File: src/rtl/sram_controller_pkg.sv
// Shared definitions for the SRAM controller: FSM encoding and default address map.
package sram_controller_pkg;

  typedef enum logic [1:0] {
    IDLE = 2'd0,
    LOW  = 2'd1,
    HIGH = 2'd2,
    DONE = 2'd3
  } sramState_e;

  localparam logic [31:0] DEFAULT_BASE_ADDR = 32'd1024;

  function automatic logic isAccessState(input sramState_e s);
    return (s == LOW) || (s == HIGH);
  endfunction

endpackage

File: src/rtl/sram_wait_counter.sv
// Modulo-WAIT_CYCLES counter that paces each 16-bit half-access of the SRAM.
module sram_wait_counter #(
  parameter int WAIT_CYCLES = 5,
  localparam int CW = (WAIT_CYCLES > 1) ? $clog2(WAIT_CYCLES) : 1
) (
  input  logic clk,
  input  logic rstN,
  input  logic clear,
  input  logic enable,
  output logic terminal
);

  logic [CW-1:0] count;

  // Terminal only fires while counting, so an idle controller never sees a spurious last count.
  assign terminal = enable && (count == CW'(WAIT_CYCLES - 1));

  always_ff @(posedge clk or negedge rstN) begin
    if (!rstN) begin
      count <= '0;
    end else if (clear) begin
      count <= '0;
    end else if (enable) begin
      count <= terminal ? '0 : count + 1'b1;
    end
  end

endmodule

File: src/rtl/sram_controller.sv
// Splits a 32-bit LDR/STR into two 16-bit asynchronous SRAM accesses, stalling the pipeline via ready.
module sram_controller
  import sram_controller_pkg::*;
#(
  parameter logic [31:0] BASE_ADDR   = DEFAULT_BASE_ADDR,
  parameter int          WAIT_CYCLES = 5,
  parameter int          SRAM_AW     = 18
) (
  input  logic               clk,
  input  logic               rstN,
  input  logic               memRead,
  input  logic               memWrite,
  input  logic [31:0]        address,
  input  logic [31:0]        writeData,
  output logic [31:0]        readData,
  output logic               ready,
  output logic [SRAM_AW-1:0] sramAddr,
  output logic [15:0]        sramDqOut,
  input  logic [15:0]        sramDqIn,
  output logic               sramDqOe,
  output logic               sramWeN,
  output logic               sramOeN
);

  sramState_e state, nextState;
  logic request, inAccess, lastCount;
  logic opRead, opWrite;
  logic [SRAM_AW-2:0] wordAddr;
  logic [31:0] dataLatch;

  assign request  = memRead | memWrite;
  assign inAccess = isAccessState(state);

  sram_wait_counter #(
    .WAIT_CYCLES(WAIT_CYCLES)
  ) waitCounter (
    .clk     (clk),
    .rstN    (rstN),
    .clear   (!inAccess),
    .enable  (inAccess),
    .terminal(lastCount)
  );

  always_ff @(posedge clk or negedge rstN) begin
    if (!rstN) begin
      state <= IDLE;
    end else begin
      state <= nextState;
    end
  end

  always_comb begin
    nextState = state;
    case (state)
      IDLE:    if (request) nextState = LOW;
      LOW:     if (lastCount) nextState = HIGH;
      HIGH:    if (lastCount) nextState = DONE;
      DONE:    nextState = IDLE;
      default: nextState = IDLE;
    endcase
  end

  // The request is latched once so the pipeline may drop or change it mid-access.
  always_ff @(posedge clk or negedge rstN) begin
    if (!rstN) begin
      opRead    <= 1'b0;
      opWrite   <= 1'b0;
      wordAddr  <= '0;
      dataLatch <= '0;
    end else if (state == IDLE && request) begin
      opRead    <= memRead;
      opWrite   <= memWrite & ~memRead;
      wordAddr  <= (SRAM_AW-1)'((address - BASE_ADDR) >> 2);
      dataLatch <= writeData;
    end
  end

  always_ff @(posedge clk or negedge rstN) begin
    if (!rstN) begin
      readData <= '0;
    end else if (inAccess && opRead && lastCount) begin
      if (state == LOW) begin
        readData[15:0] <= sramDqIn;
      end else begin
        readData[31:16] <= sramDqIn;
      end
    end
  end

  // Write enable releases on the last count so address and data are held past the strobe.
  always_comb begin
    ready     = 1'b0;
    sramAddr  = '0;
    sramDqOut = '0;
    sramDqOe  = 1'b0;
    sramWeN   = 1'b1;
    sramOeN   = 1'b1;
    case (state)
      IDLE: ready = !request;
      LOW: begin
        sramAddr = {wordAddr, 1'b0};
        if (opWrite) begin
          sramDqOe  = 1'b1;
          sramDqOut = dataLatch[15:0];
          sramWeN   = lastCount;
        end
        if (opRead) sramOeN = 1'b0;
      end
      HIGH: begin
        sramAddr = {wordAddr, 1'b1};
        if (opWrite) begin
          sramDqOe  = 1'b1;
          sramDqOut = dataLatch[31:16];
          sramWeN   = lastCount;
        end
        if (opRead) sramOeN = 1'b0;
      end
      DONE:    ready = 1'b1;
      default: ready = 1'b0;
    endcase
  end

endmodule

File: config.mk
export PLATFORM = sky130hd
export DESIGN_NAME = sram_controller
export DESIGN_NICKNAME = d
export VERILOG_FILES = /design/src/rtl/sram_controller_pkg.sv /design/src/rtl/sram_wait_counter.sv /design/src/rtl/sram_controller.sv
export SDC_FILE = /design/constraint.sdc
export NUM_CORES = 1
export LEC_CHECK = 0
export ABC_AREA = 0
export CAP_MARGIN = 10
export CORE_ASPECT_RATIO = 0.75
export CORE_MARGIN = 2
export CORE_UTILIZATION = 29
export CTS_CLUSTER_DIAMETER = 40
export DETAILED_ROUTE_END_ITERATION = 8
export SYNTH_ARGS = -nofsm -noshare
export SYNTH_HDL_FRONTEND = slang
export SYNTH_SLANG_ARGS = --single-unit
export TNS_END_PERCENT = 50
File: constraint.sdc
create_clock -name clk -period 2.3 [get_ports clk]
set_input_delay 0.23 -clock clk [delete_from_list [all_inputs] [get_ports clk]]
set_output_delay 0.23 -clock clk [all_outputs]
set_load 0.02 [all_outputs]
==> results.md <==
- Synth Register Bits: 88
- DRT iter0 DRCs: 142
- Fin crit share: 94.9%
- P_int: 4.65 mW
- Compound-cell area share of the yosys netlist: 6.76%
- Root cell of the clock tree: clkbuf_16
- Detail Placement HPWL: 7080 µm
- Fill cells: 1240
- Antenna cells: 0
- Max Fclk: 458 MHz
- Final setup fails: 0
- Crit. End Element: output port
- Worst IR Drop VDD: 0.633 mV
- Vias in the first global route: 3281
- H-tree levels: 3
- XOR/XNOR Fraction of Synth Area: 0.449%
- Maximum buffer depth of the clock tree: 2
- Share of total power in the clock network: 19.9%
- Sequential share of the synthesized area: 56.4%
- Clk pin slew, worst setup/hold paths: 0.06 ns
- Setup crit start: state[0]$_DFFE_PN0P_
- Initial Utilization: 29.9%
- Worst-Margin Slew: 0.536 ns
- Core Util, Final: 44.8%
- IO Count: 154
- FP Rows: 36
- Synth Area in Simple Gates: 21.0%
- Ys flop type: dfrtp_1
- Largest family of logic cells by synthesized area: simple AND/OR/NAND/NOR gates
- FF-to-FF Start: state[0]$_DFFE_PN0P_
- Synthesized area: 3900 µm²
- Final Critical Period: 2.18 ns
- CP required: 2.07 ns
- Core area: 13100 µm²
- Initial antenna violation count: 0
- Ys async rst share: 100%
- Cell family with most CP delay: buffers and inverters
- GR Util All Layers: 14.3%
- Path depth of the worst reg2reg path: 7
- Fin worst setup slack: 0.118 ns
- Gr ovfl total: 0
- Via/cell ratio: 4.60
- Area grow syn2layout: 49.9%
- Wire per inst: 14.4 µm
- PortBufs: 138
- Skew-Pair Late Insertion Delay: 0.33 ns
- Setup total negative slack: 0 ns
- Syn nets: 479
- Gp weighted congestion: 0.792
- Stages on worst setup path: 6
- CP Class: reg -> out
- Largest net degree at the start of global routing: 51
- Final Max Tran Viols: 0
- EDFF count, synth: 0
- Worst path bufs/invs: 3
- First-pass GRT wire length: 16200 µm
- Worst rel slew slack: 64.3%
- RSZ-0062 raised after global routing: false
- Die H: 104 µm
- Top post-synthesis cells by count: nand2_1 (128), dfrtp_1 (88), mux2_2 (33)
- Switching Power: 2.97 mW
- Comb power frac: 46.4%
- Die width: 138 µm
- Synth area leaders: dfrtp_1 (56%), nand2_1 (12%), mux2_2 (9.5%)
- 1st-pass router iterations: 4
- Outcome: finished, final reports clean
- Sink Count: 88
- Vias post-DR: 3223
- P per Cell Area: 1300 nW/µm²
- Final wirelength: 10100 µm
- Overall power: 7.62 mW
- Layout cell share with drive strength beyond 1: 13.2%
- Worst clock skew: 0.00610 ns
- CP Cell Sequence: inv_1, ha_1, nand2_1, buf_4, nor2_1, clkdlybuf4s15_1
- Syn Inst Count: 387
- Arrival time at the worst endpoint: 1.95 ns
- Synth area leader: dfrtp_1
- Post-synth cell types: 31
- Place WS: 0.0530 ns
- Adder-Cell Fraction of Synth Area: 2.56%
- Fin. Hold Viols: 0
- CP max stage delay: 0.41 ns
- Setup bufs post-CTS: 0
- Startpoint types: flip-flop
- Final routed DRC violation total: 0
- Critical path's slowest cell: dfrtp_1
- Lkg Pwr: 2.92 nW
- HP Class: in -> async
- Crit path max fanout: 17
- Final nets: 616
- DIE AREA: 14400 µm²
- Synth warn: 0
- Mean Syn Cell Area: 10.1 µm²
- Routed Antenna Nets: 0
- Reg power frac: 33.7%
- Max-cap violations: 0
- Net Sw Frac: 39.0%
- Most frequent cell after synthesis: nand2_1
- Mux contribution to synthesized area: 9.52%
- Yosys top cell area share: 56.4%
- Total CTS buffers: 9
- CTS tree: built
-- flip-flops by register name (all words and copies together), names as in the netlist --
signal	cells
waitCounter.count	3
dataLatch	32
opRead	1
readData	32
opWrite	1
wordAddr	17
state	2
-- per-layer routing --
| layer | share of wire (%) | vias up | track usage [%] |
|---|---|---|---|
| met4 | 0.61 | 0 | 2.84 |
| li1 | - | 1561 | - |
| met1 | 48 | 1587 | 19.0 |
| met5 | 0 | - | 0 |
| met2 | 47 | 70 | 23.3 |
| met3 | 4.6 | 5 | 3.95 |
-- metrics by stage --
| stage | std cells | area [µm²] | hold WS [ns] |
|---|---|---|---|
| after floorplan | 387 | 3900 | -0.0656 |
| after global placement | 683 | 5530 | 0.243 |
| after detailed placement | 683 | 5530 | 0.252 |
| after CTS | 700 | 5830 | 0.409 |
| after global routing | 700 | 5850 | 0.419 |
| final | 700 | 5850 | 0.417 |
-- layout make-up --
type	instances	area [µm²]	share of cell area, %
Sequential cell	88	2200	37.6
Multi-Input combinational cell	269	1600	27.3
Timing Repair Buffer	149	1500	25.6
Clock buffer	10	239	4.08
Tap cell	171	214	3.66
Clock inverter	6	73.8	1.26
Inverter	7	26.3	0.449
-- cell families (layout without fill, tap and decap cells) --
| group | after synthesis | in the layout |
|---|---|---|
| compound gates | 39 | 39 |
| mux | 33 | 33 |
| buf+inv | 30 | 172 |
| xor+xnor | 2 | 2 |
| fa+ha+maj | 8 | 8 |
| simple gates | 187 | 187 |
| flops | 88 | 88 |
-- cell usage in the layout (no fill, tap or decap), types with 2 or more instances in the layout --
cell type,synthesis,layout
ha_1,8,8
dfrtp_1,88,88
or3_1,3,3
a22oi_1,17,17
or4_1,2,2
clkdlybuf4s50_1,0,100
buf_12,0,4
inv_1,7,7
dlymetal6s2s_1,0,9
and2_1,2,2
dlygate4sd2_1,0,20
a31oi_1,5,5
nor2_1,24,24
clkdlybuf4s15_1,0,5
mux2_2,33,33
o21ai_0,7,6
inv_6,0,3
clkbuf_16,0,9
xnor2_1,2,2
clkbuf_2,0,3
nor3b_1,3,3
clkinv_4,0,2
nand2_1,128,128
and3_1,17,17
buf_4,2,6
o31ai_1,3,3
a21oi_1,3,3
-- timing repair --
item,CTS,global route
hold buffers,1,0
resized for setup,30,21
gates cloned,0,0
hold endpoints to repair,38,0
endpoints found under the setup margin,37,33
-- path summary, 6_finish.rpt --
check,to,slack (ns)
max in group asynchronous,readData[10]$_DFFE_PN0P_,1.22
worst max-delay path,sramDqOut[15],0.12
worst min-delay path,dataLatch[19]$_DFFE_PN0P_,0.42
worst max register to register,readData[26]$_DFFE_PN0P_,0.19
worst min register to register,wordAddr[3]$_DFFE_PN0P_,0.47
min in group clk,wordAddr[2]$_DFFE_PN0P_,0.42
-- power by group through the flow --
stage | combinational, mW | sequential (mW) | clock, mW
floorplan | 1.93 | 2.73 | 0
global placement | 3.66 | 2.56 | 0
finish | 3.54 | 2.57 | 1.52
CTS | 3.61 | 2.57 | 1.57
detailed placement | 3.70 | 2.59 | 0
global route | 3.91 | 2.66 | 1.65
Note: power is estimated with default switching activity, not from simulation.
